File: src/rtl/axil_regfile_slave_pkg.sv
// Shared AXI-Lite types for the register-file slave.
// Response codes, write-path phases and the address offset helper.
package axil_pkg;

  typedef enum logic [1:0] {
    OKAY   = 2'b00,
    EXOKAY = 2'b01,
    SLVERR = 2'b10,
    DECERR = 2'b11
  } resp_e;

  typedef enum logic [1:0] {
    IDLE = 2'b00,
    HOLD = 2'b01,
    RESP = 2'b10
  } wr_state_e;

  function automatic int offs_of(input int data_width);
    return $clog2(data_width / 8);
  endfunction

endpackage

File: src/rtl/axil_regfile_slave_if.sv
// AXI-Lite bus bundle: AW, W, B, AR and R channels.
// Master drives requests, slave drives readies and responses.
interface axil_if #(
  parameter int DATA_WIDTH = 32,
  parameter int ADDR_WIDTH = 16
);

  logic [ADDR_WIDTH-1:0]   awaddr;
  logic                    awvalid;
  logic                    awready;
  logic [DATA_WIDTH-1:0]   wdata;
  logic [DATA_WIDTH/8-1:0] wstrb;
  logic                    wvalid;
  logic                    wready;
  logic [1:0]              bresp;
  logic                    bvalid;
  logic                    bready;
  logic [ADDR_WIDTH-1:0]   araddr;
  logic                    arvalid;
  logic                    arready;
  logic [DATA_WIDTH-1:0]   rdata;
  logic [1:0]              rresp;
  logic                    rvalid;
  logic                    rready;

  modport master (
    output awaddr, awvalid,
    output wdata, wstrb, wvalid,
    output bready,
    output araddr, arvalid,
    output rready,
    input  awready, wready,
    input  bresp, bvalid,
    input  arready,
    input  rdata, rresp, rvalid
  );

  modport slave (
    input  awaddr, awvalid,
    input  wdata, wstrb, wvalid,
    input  bready,
    input  araddr, arvalid,
    input  rready,
    output awready, wready,
    output bresp, bvalid,
    output arready,
    output rdata, rresp, rvalid
  );

endinterface

File: src/rtl/axil_regfile_slave_core.sv
// Register bank: address decode, byte-strobe merge,
// read-only masking and combinational read mux.
module axil_regfile_core
  import axil_pkg::*;
#(
  parameter int                  DATA_WIDTH = 32,
  parameter int                  ADDR_WIDTH = 16,
  parameter int                  NUM_REGS   = 16,
  parameter logic [NUM_REGS-1:0] RO_MASK    = '0
) (
  input  logic                    clk,
  input  logic                    rst_n,
  input  logic                    we,
  input  logic [ADDR_WIDTH-1:0]   waddr,
  input  logic [DATA_WIDTH-1:0]   wdata,
  input  logic [DATA_WIDTH/8-1:0] wstrb,
  output logic [NUM_REGS-1:0]     wr_hit,
  output logic                    wr_ok,
  input  logic [ADDR_WIDTH-1:0]   raddr,
  output logic [DATA_WIDTH-1:0]   rdata,
  output logic                    rd_ok
);

  localparam int OFFS = offs_of(DATA_WIDTH);
  localparam int NB   = DATA_WIDTH / 8;

  logic [DATA_WIDTH-1:0] regs [NUM_REGS];
  logic [ADDR_WIDTH-1:0] widx;
  logic [ADDR_WIDTH-1:0] ridx;
  logic [NUM_REGS-1:0]   wsel;
  logic [NUM_REGS-1:0]   rsel;

  function automatic logic [DATA_WIDTH-1:0] merge(
    input logic [DATA_WIDTH-1:0] old,
    input logic [DATA_WIDTH-1:0] nw,
    input logic [NB-1:0]         strb
  );
    logic [DATA_WIDTH-1:0] r;
    r = old;
    for (int k = 0; k < NB; k++) begin
      if (strb[k]) r[8*k +: 8] = nw[8*k +: 8];
    end
    return r;
  endfunction

  // Sub-word address bits fall away here; no alignment check.
  assign widx = waddr >> OFFS;
  assign ridx = raddr >> OFFS;

  always_comb begin
    wsel = '0;
    rsel = '0;
    for (int i = 0; i < NUM_REGS; i++) begin
      wsel[i] = (widx == ADDR_WIDTH'(i));
      rsel[i] = (ridx == ADDR_WIDTH'(i));
    end
  end

  assign wr_hit = wsel & ~RO_MASK;
  assign wr_ok  = |wr_hit;
  assign rd_ok  = |rsel;

  always_ff @(posedge clk or negedge rst_n) begin
    if (!rst_n) begin
      for (int i = 0; i < NUM_REGS; i++) begin
        regs[i] <= '0;
      end
    end else if (we) begin
      for (int i = 0; i < NUM_REGS; i++) begin
        if (wr_hit[i]) begin
          regs[i] <= merge(regs[i], wdata, wstrb);
        end
      end
    end
  end

  // Out-of-range index selects nothing and reads as zero.
  always_comb begin
    rdata = '0;
    for (int i = 0; i < NUM_REGS; i++) begin
      if (rsel[i]) rdata = rdata | regs[i];
    end
  end

endmodule

File: src/rtl/axil_regfile_slave.sv
// AXI-Lite slave over a parametrised register bank.
// Independent AW/W holds, one outstanding write and one read.
module axil_regfile_slave
  import axil_pkg::*;
#(
  parameter int                  DATA_WIDTH = 32,
  parameter int                  ADDR_WIDTH = 16,
  parameter int                  NUM_REGS   = 16,
  parameter logic [NUM_REGS-1:0] RO_MASK    = '0
) (
  input  logic                clk,
  input  logic                rst_n,
  axil_if.slave               bus,
  output logic [NUM_REGS-1:0] wr_pulse
);

  localparam int NB = DATA_WIDTH / 8;

  wr_state_e state;
  wr_state_e state_n;

  logic                  aw_held;
  logic                  w_held;
  logic                  aw_held_n;
  logic                  w_held_n;
  logic                  aw_hs;
  logic                  w_hs;
  logic                  ar_hs;
  logic                  commit;
  logic                  bvalid;
  logic                  bvalid_n;
  logic                  awready_q;
  logic                  wready_q;
  logic                  arready_q;
  logic                  rvalid_q;
  logic [ADDR_WIDTH-1:0] aw_addr;
  logic [DATA_WIDTH-1:0] w_data;
  logic [NB-1:0]         w_strb;
  logic [DATA_WIDTH-1:0] rdata_q;
  logic [DATA_WIDTH-1:0] rd_word;
  logic [NUM_REGS-1:0]   wr_hit;
  logic                  wr_ok;
  logic                  rd_ok;
  resp_e                 bresp_q;
  resp_e                 rresp_q;

  assign aw_hs = bus.awvalid && awready_q;
  assign w_hs  = bus.wvalid && wready_q;
  assign ar_hs = bus.arvalid && arready_q;

  assign bus.awready = awready_q;
  assign bus.wready  = wready_q;
  assign bus.bvalid  = bvalid;
  assign bus.bresp   = bresp_q;
  assign bus.arready = arready_q;
  assign bus.rvalid  = rvalid_q;
  assign bus.rdata   = rdata_q;
  assign bus.rresp   = rresp_q;

  always_ff @(posedge clk or negedge rst_n) begin
    if (!rst_n) begin
      state     <= IDLE;
      aw_held   <= 1'b0;
      w_held    <= 1'b0;
      awready_q <= 1'b0;
      wready_q  <= 1'b0;
    end else begin
      state     <= state_n;
      aw_held   <= aw_held_n;
      w_held    <= w_held_n;
      awready_q <= !aw_held_n && !bvalid_n;
      wready_q  <= !w_held_n && !bvalid_n;
    end
  end

  always_comb begin
    aw_held_n = (aw_held || aw_hs) && !commit;
    w_held_n  = (w_held || w_hs) && !commit;
    state_n   = state;
    unique case (state)
      IDLE:    if (aw_held_n && w_held_n) state_n = HOLD;
      HOLD:    state_n = RESP;
      RESP:    if (bus.bready) state_n = IDLE;
      default: state_n = IDLE;
    endcase
    bvalid_n = (state_n == RESP);
  end

  always_comb begin
    commit = 1'b0;
    bvalid = 1'b0;
    unique case (state)
      HOLD:    commit = 1'b1;
      RESP:    bvalid = 1'b1;
      default: ;
    endcase
  end

  always_ff @(posedge clk or negedge rst_n) begin
    if (!rst_n) begin
      aw_addr <= '0;
      w_data  <= '0;
      w_strb  <= '0;
    end else begin
      if (aw_hs) aw_addr <= bus.awaddr;
      if (w_hs) begin
        w_data <= bus.wdata;
        w_strb <= bus.wstrb;
      end
    end
  end

  // Pulse and response are decided on the commit edge.
  always_ff @(posedge clk or negedge rst_n) begin
    if (!rst_n) begin
      wr_pulse <= '0;
      bresp_q  <= OKAY;
    end else begin
      wr_pulse <= commit ? wr_hit : '0;
      if (commit) bresp_q <= wr_ok ? OKAY : SLVERR;
    end
  end

  // Read samples the bank before any same-edge commit lands.
  always_ff @(posedge clk or negedge rst_n) begin
    if (!rst_n) begin
      rvalid_q  <= 1'b0;
      arready_q <= 1'b0;
      rdata_q   <= '0;
      rresp_q   <= OKAY;
    end else if (ar_hs) begin
      rvalid_q  <= 1'b1;
      arready_q <= 1'b0;
      rdata_q   <= rd_word;
      rresp_q   <= rd_ok ? OKAY : SLVERR;
    end else if (rvalid_q && bus.rready) begin
      rvalid_q  <= 1'b0;
      arready_q <= 1'b1;
    end else begin
      arready_q <= !rvalid_q;
    end
  end

  axil_regfile_core #(
    .DATA_WIDTH (DATA_WIDTH),
    .ADDR_WIDTH (ADDR_WIDTH),
    .NUM_REGS   (NUM_REGS),
    .RO_MASK    (RO_MASK)
  ) u_core (
    .clk    (clk),
    .rst_n  (rst_n),
    .we     (commit),
    .waddr  (aw_addr),
    .wdata  (w_data),
    .wstrb  (w_strb),
    .wr_hit (wr_hit),
    .wr_ok  (wr_ok),
    .raddr  (bus.araddr),
    .rdata  (rd_word),
    .rd_ok  (rd_ok)
  );

endmodule

File: src/flat_wrapper.sv
// flat-port wrapper written by rule: the top's interface ports become plain ports
module axil_regfile_slave_flat import axil_pkg::*;
#(
  parameter int                  DATA_WIDTH = 32,
  parameter int                  ADDR_WIDTH = 16,
  parameter int                  NUM_REGS   = 16,
  parameter logic [NUM_REGS-1:0] RO_MASK    = '0
)
  (clk, rst_n, wr_pulse, bus_awaddr, bus_awvalid, bus_wdata, bus_wstrb, bus_wvalid, bus_bready, bus_araddr, bus_arvalid, bus_rready, bus_awready, bus_wready, bus_bresp, bus_bvalid, bus_arready, bus_rdata, bus_rresp, bus_rvalid);
  axil_if #(.DATA_WIDTH(DATA_WIDTH), .ADDR_WIDTH(ADDR_WIDTH)) bus_i ();
  input  logic clk;
  input  logic rst_n;
  output logic [NUM_REGS-1:0] wr_pulse;
  input wire logic [$bits(bus_i.awaddr)-1:0] bus_awaddr;
  input wire logic [$bits(bus_i.awvalid)-1:0] bus_awvalid;
  input wire logic [$bits(bus_i.wdata)-1:0] bus_wdata;
  input wire logic [$bits(bus_i.wstrb)-1:0] bus_wstrb;
  input wire logic [$bits(bus_i.wvalid)-1:0] bus_wvalid;
  input wire logic [$bits(bus_i.bready)-1:0] bus_bready;
  input wire logic [$bits(bus_i.araddr)-1:0] bus_araddr;
  input wire logic [$bits(bus_i.arvalid)-1:0] bus_arvalid;
  input wire logic [$bits(bus_i.rready)-1:0] bus_rready;
  output wire logic [$bits(bus_i.awready)-1:0] bus_awready;
  output wire logic [$bits(bus_i.wready)-1:0] bus_wready;
  output wire logic [$bits(bus_i.bresp)-1:0] bus_bresp;
  output wire logic [$bits(bus_i.bvalid)-1:0] bus_bvalid;
  output wire logic [$bits(bus_i.arready)-1:0] bus_arready;
  output wire logic [$bits(bus_i.rdata)-1:0] bus_rdata;
  output wire logic [$bits(bus_i.rresp)-1:0] bus_rresp;
  output wire logic [$bits(bus_i.rvalid)-1:0] bus_rvalid;
  assign bus_i.awaddr = bus_awaddr;
  assign bus_i.awvalid = bus_awvalid;
  assign bus_i.wdata = bus_wdata;
  assign bus_i.wstrb = bus_wstrb;
  assign bus_i.wvalid = bus_wvalid;
  assign bus_i.bready = bus_bready;
  assign bus_i.araddr = bus_araddr;
  assign bus_i.arvalid = bus_arvalid;
  assign bus_i.rready = bus_rready;
  assign bus_awready = bus_i.awready;
  assign bus_wready = bus_i.wready;
  assign bus_bresp = bus_i.bresp;
  assign bus_bvalid = bus_i.bvalid;
  assign bus_arready = bus_i.arready;
  assign bus_rdata = bus_i.rdata;
  assign bus_rresp = bus_i.rresp;
  assign bus_rvalid = bus_i.rvalid;
  axil_regfile_slave #(.DATA_WIDTH(DATA_WIDTH), .ADDR_WIDTH(ADDR_WIDTH), .NUM_REGS(NUM_REGS), .RO_MASK(RO_MASK)) u_core (.clk(clk), .rst_n(rst_n), .bus(bus_i), .wr_pulse(wr_pulse));
endmodule
File: config.mk
export PLATFORM = sky130hd
export DESIGN_NAME = axil_regfile_slave_flat
export DESIGN_NICKNAME = d
export VERILOG_FILES = /design/src/rtl/axil_regfile_slave_pkg.sv /design/src/rtl/axil_regfile_slave_if.sv /design/src/rtl/axil_regfile_slave_core.sv /design/src/rtl/axil_regfile_slave.sv /design/src/flat_wrapper.sv
export SDC_FILE = /design/constraint.sdc
export NUM_CORES = 1
export LEC_CHECK = 0
export CAP_MARGIN = 30
export CELL_PAD_IN_SITES_DETAIL_PLACEMENT = 0
export CELL_PAD_IN_SITES_GLOBAL_PLACEMENT = 1
export CORE_ASPECT_RATIO = 2
export CORE_MARGIN = 3
export CORE_UTILIZATION = 45
export DETAILED_ROUTE_END_ITERATION = 7
export PLACE_DENSITY = 0.7
export SYNTH_ARGS = -nofsm -noshare
export SYNTH_HDL_FRONTEND = slang
export SYNTH_SLANG_ARGS = --single-unit
File: constraint.sdc
create_clock -name clk -period 5.6 [get_ports clk]
set_clock_uncertainty 0.2 [all_clocks]
set_input_delay 1.4 -clock clk [delete_from_list [all_inputs] [get_ports clk]]
set_output_delay 1.4 -clock clk [all_outputs]
set_load 0.005 [all_outputs]
==> results of run 1 <==
==> area by class of cell <==
cell class	instances	area (sq um)
flip-flops and latches	620	15500
clock inverters	11	123
multi-input cells	1245	11400
diodes	1	2.50
fillers	5146	28800
inverters	10	37.5
repair buffers	182	1720
well taps	774	968
clock buffers	90	1680
==> cells in the final DEF (no fill, tap or decap), types with 13 or more instances in the layout <==
cell type / Yosys / layout
dfrtp_1: 620 / 620
mux2_2: 583 / 583
clkdlybuf4s50_1: 0 / 120
nor2_1: 60 / 59
a22oi_1: 59 / 59
clkbuf_16: 0 / 57
buf_4: 16 / 54
a21oi_1: 53 / 53
a22o_1: 52 / 52
nand2_2: 32 / 33
mux2i_1: 31 / 31
nand3b_1: 29 / 29
nand3_1: 26 / 26
nand2_1: 26 / 25
a222oi_1: 23 / 23
a221oi_1: 21 / 21
and3_1: 20 / 20
clkbuf_1: 77 / 20
o21ai_0: 18 / 18
nor2_4: 16 / 16
clkbuf_8: 0 / 13
==> registers in the layout, indices dropped and copies added, names as in the netlist <==
register            count
u_core.aw_addr         14
u_core.aw_held          1
u_core.bus.arready      1
u_core.bus.awready      1
u_core.bus.bresp        1
u_core.bus.rdata       32
u_core.bus.rresp        1
u_core.bus.rvalid       1
u_core.bus.wready       1
u_core.state            2
u_core.u_core.regs    512
u_core.w_data          32
u_core.w_held           1
u_core.w_strb           4
u_core.wr_pulse        16
==> cells in the mapped netlist, drive strengths merged (5+ instances only) <==
master,instances
nand2b,6
nand3b,29
a31oi,9
nor2b,14
and3,20
o2111a,7
a22o,52
a22oi,59
mux2,589
a31o,6
or3b,7
o22ai,9
a21oi,53
nor4,11
a32oi,5
a221oi,21
nor2,84
nor3b,8
o21ai,18
a2bb2oi,6
nor4b,5
a2111oi,7
nand4,8
dfrtp,620
mux2i,31
and4,7
a222oi,23
o2bb2ai,7
nand3,30
inv,10
buf,67
clkbuf,78
o31ai,10
nor3,7
nand2,58
==> logic make-up (layout without fill, tap and decap cells) <==
family / after synthesis / count (layout) / share of synthesized area, %
AO/OA/AOI/OAI: 308 / 308 / 8.50
buffers and inverters: 155 / 293 / 2.54
flip-flops: 620 / 620 / 56.3
multiplexers: 620 / 620 / 25.2
other: 1 / 3 / 0.0136
AND/OR/NAND/NOR: 315 / 315 / 7.42
==> worst paths after layout <==
kind	startpoint	endpoint	slack [ns]	depth (start not counted)
min in group asynchronous	rst_n	u_core.u_core.regs[414]	0.58	1
max reg2reg	u_core.aw_addr[7]	u_core.u_core.regs[364]	2.20	4
max in group asynchronous	rst_n	u_core.u_core.regs[265]	3.29	2
min reg2reg	u_core.w_held	u_core.bus.wready	0.23	1
max	bus_araddr[10]	u_core.bus.rdata[19]	1.68	6
min	u_core.w_held	u_core.bus.wready	0.23	1
==> power groups by stage <==
stage               sequential (mW)  combinational [mW]  clock [mW]
detailed placement             5.61               0.979           0
CTS                            5.52               0.985        3.92
finish                         5.53               0.969        3.84
global placement               5.58               0.959           0
floorplan                      5.02               0.835           0
global route                   5.61                1.04        4.08
==> per-stage QoR <==
| step | cells | setup slack, ns | hold WS (ns) | area, sq um | util [%] |
|---|---|---|---|---|---|
| 6_report | 2933 | 1.68 | 0.230 | 31400 | 52.2 |
| 4_1_cts | 2932 | 1.68 | 0.230 | 31400 | 52.2 |
| 3_5_place_dp | 2831 | 1.06 | 0.221 | 29600 | 49.2 |
| 2_1_floorplan | 2020 | 2.42 | 0.209 | 27500 | - |
| 5_1_grt | 2932 | 1.59 | 0.255 | 31400 | 52.2 |
| 3_3_place_gp | 2829 | 1.11 | 0.220 | 29600 | 49.2 |
==> routing by layer <==
layer	share of wire [%]	up-vias	wire length, microns	GRT usage (%)
li1	-	7672	-	-
met1	37	9506	31400	30.8
met2	51	619	42900	45.2
met3	5.3	210	4450	3.41
met4	6.2	0	5240	14.0
met5	0	-	0	0
==> worst max-delay path: cells and delay by family <==
kind | cells | cell delay (ns)
compound gates | 2 | 0.36
buf+inv | 1 | 0.41
simple gates | 3 | 2.07
==> summary.md, run 1 <==
| Metric | Value |
|---|---|
| Sequential Power Share | 53.5% |
| Setup_tns | 0 ns |
| CP Launch Type | primary input |
| Synth top area share | 56.3% |
| Switch Pwr | 3.03 mW |
| Hold/Removal Path Class | flop to flop |
| Layout cell share with drive strength beyond 1 | 38.0% |
| FF+latch count, synth | 620 |
| Worst-path cell chain | clkdlybuf4s50_1 > or4_1 > or3_1 > nand2_1 > o21ai_0 > a21oi_1 |
| CP endpoint kind | flop |
| Crit Path Category | primary input to flop |
| Setup Fix Bufs, Post-CTS | 0 |
| Die width | 181 microns |
| Avg Inst Size Synth | 13.6 sq um |
| H-tree Lvls | 2 |
| Core box area | 60,200 sq um |
| Clock power share | 37.1% |
| Area leader, netlist | dfrtp_1 |
| EDFF count, synth | 0 |
| I/O Buffers | 125 |
| Die ar. | 64,400 sq um |
| Worst skew pair latency | 0.60 ns |
| Delay of the slowest cell on the worst path | 0.75 ns |
| Initial detailed-routing violation count | 1,379 |
| Clock Pin Slew Worst Setup and Hold Paths | 0.06 ns |
| CP max stage cell | or3_1 |
| RSZ-0062 raised after global routing | false |
| Clock Root Buffer | clkbuf_16 |
| Slew HR | 31.9% |
| Max Buffers Root-to-Sink | 3 |
| CTS sink cnt | 620 |
| Initial antenna violation count | 0 |
| Final GP Congestion | 0.850 |
| PwrDens | 329 nW/um^2 |
| Largest net degree at the start of global routing | 111 |
| Area grow syn2layout | 14.2% |
| Critical Path RT | 5.92 ns |
| Fraction of registers with async set/reset | 100% |
| # resized after CTS | 0 |
| Final #Nets | 2,190 |
| # IOs | 132 |
| VDD IR max | 0.268 mV |
| Pre-Repair DR Iteration Count | 6 |
| WL final | 84,000 microns |
| Avg WL per Cell | 28.6 microns |
| Highest clock rate | 255 MHz |
| Total GRT Usage | 25.8% |
| Vias per cell | 6.14 |
| Pleak | 14.7 nW |
| Number of global-route vias before repair | 18,986 |
| DP HPWL | 57,300 microns |
| Switching share of total power | 29.3% |
| Row count | 127 |
| CTS tree | done |
| Final setup viols | 0 |
| Tightest Pin Transition | 1.02 ns |
| Total grt overflow | 0 |
| Final period util | 70.0% |
| Hold_buf cts | 0 |
| Cell variety after synth | 69 |
| Crit path time final | 3.92 ns |
| Cell area after synthesis | 27,500 sq um |
| Initial Util | 45.7% |
| Tot Pwr | 10.3 mW |
| Max-cap check violation count | 0 |
| TritonCTS Buffers | 56 |
| Worst-path maximum fanout | 16 |
| Final Max Tran Viols | 0 |
| Area contributors post-synth | dfrtp_1, mux2_2, a22o_1 |
| WP data arrival | 4.24 ns |
| Post-Synthesis Cells | 2,019 |
| First-pass GRT wire length | 125,000 microns |
| Chip Height | 356 microns |
| Via count | 18,007 |
| Final hold violation count | 0 |
| Final ANT Viol Nets | 0 |
| Warnings, synthesis | 0 |
| Status | complete, no violations |
| Gate power share | 9.4% |
| DRC | 0 |
| Sequential fraction of the synthesis area | 56.3% |
| Top FF cell, synth | dfrtp_1 |
| Cell Int Power | 7.30 mW |
Power figures use the tool's default switching activity.
==> run 2, diff against run 1 <==
==> constraint.sdc (replaced) <==
create_clock -name clk -period 3.81 [get_ports clk]
set_clock_uncertainty 0.2 [all_clocks]
set_input_delay 0.9525 -clock clk [delete_from_list [all_inputs] [get_ports clk]]
set_output_delay 0.9525 -clock clk [all_outputs]
set_load 0.005 [all_outputs]
==> summary.md, run 2 (synthesis gave the netlist of run 1 again) <==
| Metric | Value |
|---|---|
| RSZ-0062 raised after global routing | false |
| Final #Nets | 2,230 |
| Largest net degree at the start of global routing | 89 |
| Setup_tns | 0 ns |
| Most common cell after layout, fill and taps aside | dfrtp_1 |
| Hold_buf cts | 0 |
| Number of global-route vias before repair | 19,307 |
| Die ar. | 64,400 sq um |
| Status | complete, no violations |
| Worst-path maximum fanout | 8 |
| PwrDens | 484 nW/um^2 |
| Chip Height | 356 microns |
| Worst-path cell chain | nor4_2 > and3_1 > nand3_4 > nor2_4 > mux2_2 |
| Worst skew pair latency | 0.61 ns |
| CP endpoint kind | flop |
| Final ANT Viol Nets | 0 |
| PnR worst setup slack | 0.647 ns |
| Via count | 18,039 |
| CP max stage cell | and3_1 |
| Met2 routed WL | 43,500 microns |
| Total grt overflow | 0 |
| R2r setup slk | 0.65 ns |
| Row count | 127 |
| Delay of the slowest cell on the worst path | 0.70 ns |
| Sequential Power Share | 52.7% |
| TritonCTS Buffers | 55 |
| Highest clock rate | 316 MHz |
| Crit path time final | 3.16 ns |
| CTS tree | done |
| Number of flip-flops in the largest register | 512 |
| Cell Int Power | 11.0 mW |
| WP data arrival | 3.45 ns |
| Switch Pwr | 4.52 mW |
| I/O Buffers | 125 |
| Critical Path RT | 4.10 ns |
| R2r startpoint | u_core.aw_addr[13] |
| Vias per cell | 6.07 |
| Final setup viols | 0 |
| Max Buffers Root-to-Sink | 3 |
| Max-cap check violation count | 0 |
| FF-to-FF path depth | 5 |
| Setup Fix Bufs, Post-CTS | 0 |
| Fill cells | 5,092 |
| Avg WL per Cell | 28.1 microns |
| Final core occ | 53.1% |
| CP Launch Type | flop |
| First-pass GRT wire length | 125,000 microns |
| Design area | 32,000 sq um |
| Met1 WL | 31,700 microns |
| Ant diodes | 0 |
| Final Max Tran Viols | 0 |
| Final GP Congestion | 0.848 |
| Place WS | 0.290 ns |
| Hold/Removal Path Class | primary input to asynchronous set/reset pin |
| Switching share of total power | 29.2% |
| Clock Root Buffer | clkbuf_16 |
| Most frequent cells in the layout | dfrtp_1, mux2_2, clkdlybuf4s50_1 |
| Final period util | 83.0% |
| Total GRT Usage | 25.8% |
| Routed wl met3 | 3560 microns |
| VDD IR max | 0.399 mV |
| Register area | 15,500 sq um |
| Pleak | 15.0 nW |
| Crit Path Category | flop to flop |
| Footprint of the multi-input gates | 11,400 sq um |
| DRC | 0 |
| Final hold violation count | 0 |
| Gate power share | 9.6% |
| Area grow syn2layout | 16.0% |
| Initial detailed-routing violation count | 1,203 |
| CTS sink cnt | 620 |
| WL final | 83,700 microns |
| Die width | 181 microns |
| Post-DP Area | 30,100 sq um |
| Pre-Repair DR Iteration Count | 5 |
| Core box area | 60,200 sq um |
| Top Metal Used | met4 |
| Clock power share | 37.8% |
| Initial antenna violation count | 1 |
| R2r endpoint | u_core.u_core.regs[73] |
| Slew HR | 34.7% |
| H-tree Lvls | 2 |
| # resized after CTS | 0 |
| Biggest register | u_core.u_core.regs |
| # IOs | 132 |
| Clock Pin Slew Worst Setup and Hold Paths | 0.07 ns |
| Tightest Pin Transition | 0.971 ns |
| Initial Util | 45.7% |
| Layout cell share with drive strength beyond 1 | 39.4% |
| DP HPWL | 58,500 microns |
| Crit path from | u_core.aw_addr[13] |
-- run 2: cell count changes in the layout (fill, tap and decap cells not counted), sizes merged --
cell / previous run / this run
buf: 62 / 103
bufinv: 2 / 5
clkbuf: 90 / 81
clkinv: 8 / 11
clkinvlp: 1 / 3
diode: 1 / 0
-- run 2: metal layers --
| metal | GRT usage [%] | vias up |
|---|---|---|
| met5 | 0 | - |
| met4 | 13.2 | 0 |
| met3 | 2.87 | 179 |
| met2 | 46.3 | 538 |
| met1 | 30.3 | 9555 |
| li1 | - | 7767 |
-- run 2: final cells by class --
| class | instances | share of cell area [%] |
|---|---|---|
| flip-flops and latches | 620 | 48.6 |
| multi-input cells | 1245 | 35.7 |
| repair buffers | 223 | 6.77 |
| clock buffers | 81 | 5.15 |
| well taps | 774 | 3.03 |
| clock inverters | 19 | 0.713 |
| inverters | 10 | 0.117 |
-- run 2: worst max path at each step --
| stage | cells past startpoint | slack, ns | endpoint |
|---|---|---|---|
| floorplan | 8 | 1.07 | u_core.bus.rdata[30] |
| global placement | 6 | 0.34 | u_core.bus.rdata[7] |
| detailed placement | 6 | 0.29 | u_core.bus.rdata[7] |
| CTS | 5 | 0.67 | u_core.u_core.regs[73] |
| global route | 5 | 0.60 | u_core.u_core.regs[73] |
| finish | 5 | 0.65 | u_core.u_core.regs[73] |
-- run 2: per-stage QoR --
step                      power [mW]  cells  hold slack [ns]
after CTS                       15.6   2972            0.170
after floorplan                 8.61   2020            0.209
after global routing            16.0   2972            0.180
final                           15.5   2972            0.118
after global placement          9.68   2872            0.222
after detailed placement        9.75   2872            0.229
-- run 2: power groups by stage --
stage / Combinational, mW / Sequential, mW / Clock, mW
after floorplan: 1.23 / 7.38 / 0
after global placement: 1.47 / 8.22 / 0
after detailed placement: 1.50 / 8.26 / 0
after CTS: 1.50 / 8.13 / 5.96
after global routing: 1.59 / 8.25 / 6.21
final: 1.48 / 8.15 / 5.84
-- run 2: worst max-delay path: cells and delay by family (launching register included) --
family,cells,cell delay [ns]
simple gates,4,2.04
mux,1,0.39
flops,1,0.39
==> run 3, diff against run 2 <==
--- a/config.mk
+++ b/config.mk
@@ -12,7 +12,7 @@
 export CORE_MARGIN = 3
 export CORE_UTILIZATION = 45
 export DETAILED_ROUTE_END_ITERATION = 7
-export PLACE_DENSITY = 0.7
+export PLACE_DENSITY = 0.73
 export SYNTH_ARGS = -nofsm -noshare
 export SYNTH_HDL_FRONTEND = slang
 export SYNTH_SLANG_ARGS = --single-unit
==> constraint.sdc (replaced) <==
create_clock -name clk -period 2.9 [get_ports clk]
set_clock_uncertainty 0.2 [all_clocks]
set_input_delay 0.725 -clock clk [delete_from_list [all_inputs] [get_ports clk]]
set_output_delay 0.725 -clock clk [all_outputs]
set_load 0.005 [all_outputs]
==> summary.md, run 3 (synthesis gave the netlist of run 1 again) <==
| Metric | Value |
|---|---|
| Vias per cell | 6.05 |
| Crit path time final | 2.74 ns |
| TritonCTS Buffers | 55 |
| Pleak | 15.5 nW |
| Place WS | -0.217 ns |
| Final core occ | 54.6% |
| # resized after CTS | 0 |
| Max-cap check violation count | 0 |
| Fill cells | 4,997 |
| CTS tree | done |
| Crit Path Category | flop to flop |
| Cell depth of the worst setup path | 5 |
| Max Buffers Root-to-Sink | 3 |
| Min-delay src | u_core.w_held |
| Final setup viols | 0 |
| Delay of the slowest cell on the worst path | 0.65 ns |
| Hold/Removal Path Class | flop to flop |
| Final hold violation count | 0 |
| Final Max Tran Viols | 0 |
| Worst path bufs/invs | 1 |
| Critical Path RT | 3.19 ns |
| Worst-path maximum fanout | 8 |
| Area grow syn2layout | 19.5% |
| Die ar. | 64,400 sq um |
| CP Launch Type | flop |
| DP Cell Count | 2,958 |
| R2r endpoint | u_core.u_core.regs[353] |
| Avg WL per Cell | 27.8 microns |
| Footprint of the multi-input gates | 11,400 sq um |
| FF-to-FF path depth | 5 |
| # IOs | 132 |
| Total grt overflow | 0 |
| Slew HR | 45.2% |
| CP max stage cell | or4_1 |
| Tightest Pin Transition | 0.822 ns |
| Number of flip-flops in the largest register | 512 |
| Highest clock rate | 365 MHz |
| CP endpoint kind | flop |
| Chip Height | 356 microns |
| Final ANT Viol Nets | 0 |
| Initial detailed-routing violation count | 1,313 |
| VDD IR max | 0.409 mV |
| Clock Root Buffer | clkbuf_16 |
| H-tree Lvls | 2 |
| DP HPWL | 60,400 microns |
| Most frequent cells in the layout | dfrtp_1, mux2_2, buf_4 |
| Largest net degree at the start of global routing | 76 |
| Post-route non-filler standard cell count | 3,057 |
| CTS sink cnt | 620 |
| PnR worst setup slack | 0.159 ns |
| Total GRT Usage | 26.3% |
| Row count | 127 |
| RSZ-0062 raised after global routing | false |
| Setup Fix Bufs, Post-CTS | 0 |
| Initial antenna violation count | 0 |
| R2r setup slk | 0.16 ns |
| Die width | 181 microns |
| Worst skew pair latency | 0.61 ns |
| Pre-Repair DR Iteration Count | 6 |
| PwrDens | 619 nW/um^2 |
| R2r startpoint | u_core.aw_addr[7] |
| WL final | 85,000 microns |
| Via count | 18,486 |
| I/O Buffers | 125 |
| Tot Pwr | 20.4 mW |
| Register area | 15,500 sq um |
| Biggest register | u_core.u_core.regs |
| Initial Util | 45.7% |
| Core box area | 60,200 sq um |
| Number of global-route vias before repair | 20,013 |
| Most common cell after layout, fill and taps aside | dfrtp_1 |
| First-pass GRT wire length | 127,000 microns |
| DRC | 0 |
| Ant diodes | 0 |
| Final period util | 94.5% |
| Final #Nets | 2,317 |
| Status | complete, no violations |
| Final GP Congestion | 0.928 |
| Worst-path cell chain | or4_1 > nor3_1 > buf_4 > and3_1 > mux2_2 |
| WP data arrival | 3.03 ns |
| Worst path top cell family by delay | simple AND/OR/NAND/NOR gates |
| WHS Path Cells | 1 |
| Clock Pin Slew Worst Setup and Hold Paths | 0.06 ns |
| Layout cell share with drive strength beyond 1 | 41.3% |
| WHS Endpoint | u_core.bus.wready |
## run 3: timing repair
action	CTS	global route
hold endpoints to repair	35	0
endpoints found under the setup margin	0	0
hold buffers	1	0
## run 3: cell type report
cell class	count	share of cell area, %
clock buffers	87	5.13
inverters	10	0.114
multi-input cells	1245	34.6
clock inverters	11	0.509
well taps	774	2.94
flip-flops and latches	620	47.1
repair buffers	310	9.53
## run 3: worst max path at each step
stage,startpoint,slack (ns),endpoint
after floorplan,bus_araddr[4],0.39,u_core.bus.rdata[30]
after global placement,bus_araddr[7],-0.17,u_core.bus.rdata[0]
after detailed placement,bus_araddr[7],-0.22,u_core.bus.rdata[0]
after CTS,u_core.aw_addr[7],0.19,u_core.u_core.regs[357]
after global routing,u_core.aw_addr[7],0.06,u_core.u_core.regs[353]
final,u_core.aw_addr[7],0.16,u_core.u_core.regs[353]
## run 3: metrics by stage
stage,hold slack [ns],setup TNS (ns),area [sq um]
floorplan,0.209,0,27500
global placement,0.225,-2.35,31000
detailed placement,0.227,-2.97,31000
CTS,0.237,0,32900
global route,0.255,0,32900
finish,0.237,0,32900
## run 3: power by group
group	internal (mW)	switching (mW)	leakage [nW]
clock network	4.33	3.23	0.905
logic	1.04	1.11	6.09
registers	9.10	1.54	8.50
total	14.5	5.88	15.5
## run 3: per-layer routing
layer	track usage [%]	part of all wire, %	vias up
li1	-	-	7944
met1	29.9	37	9735
met2	46.8	52	566
met3	3.05	4.0	241
met4	16.9	7.5	0
met5	0	0	-
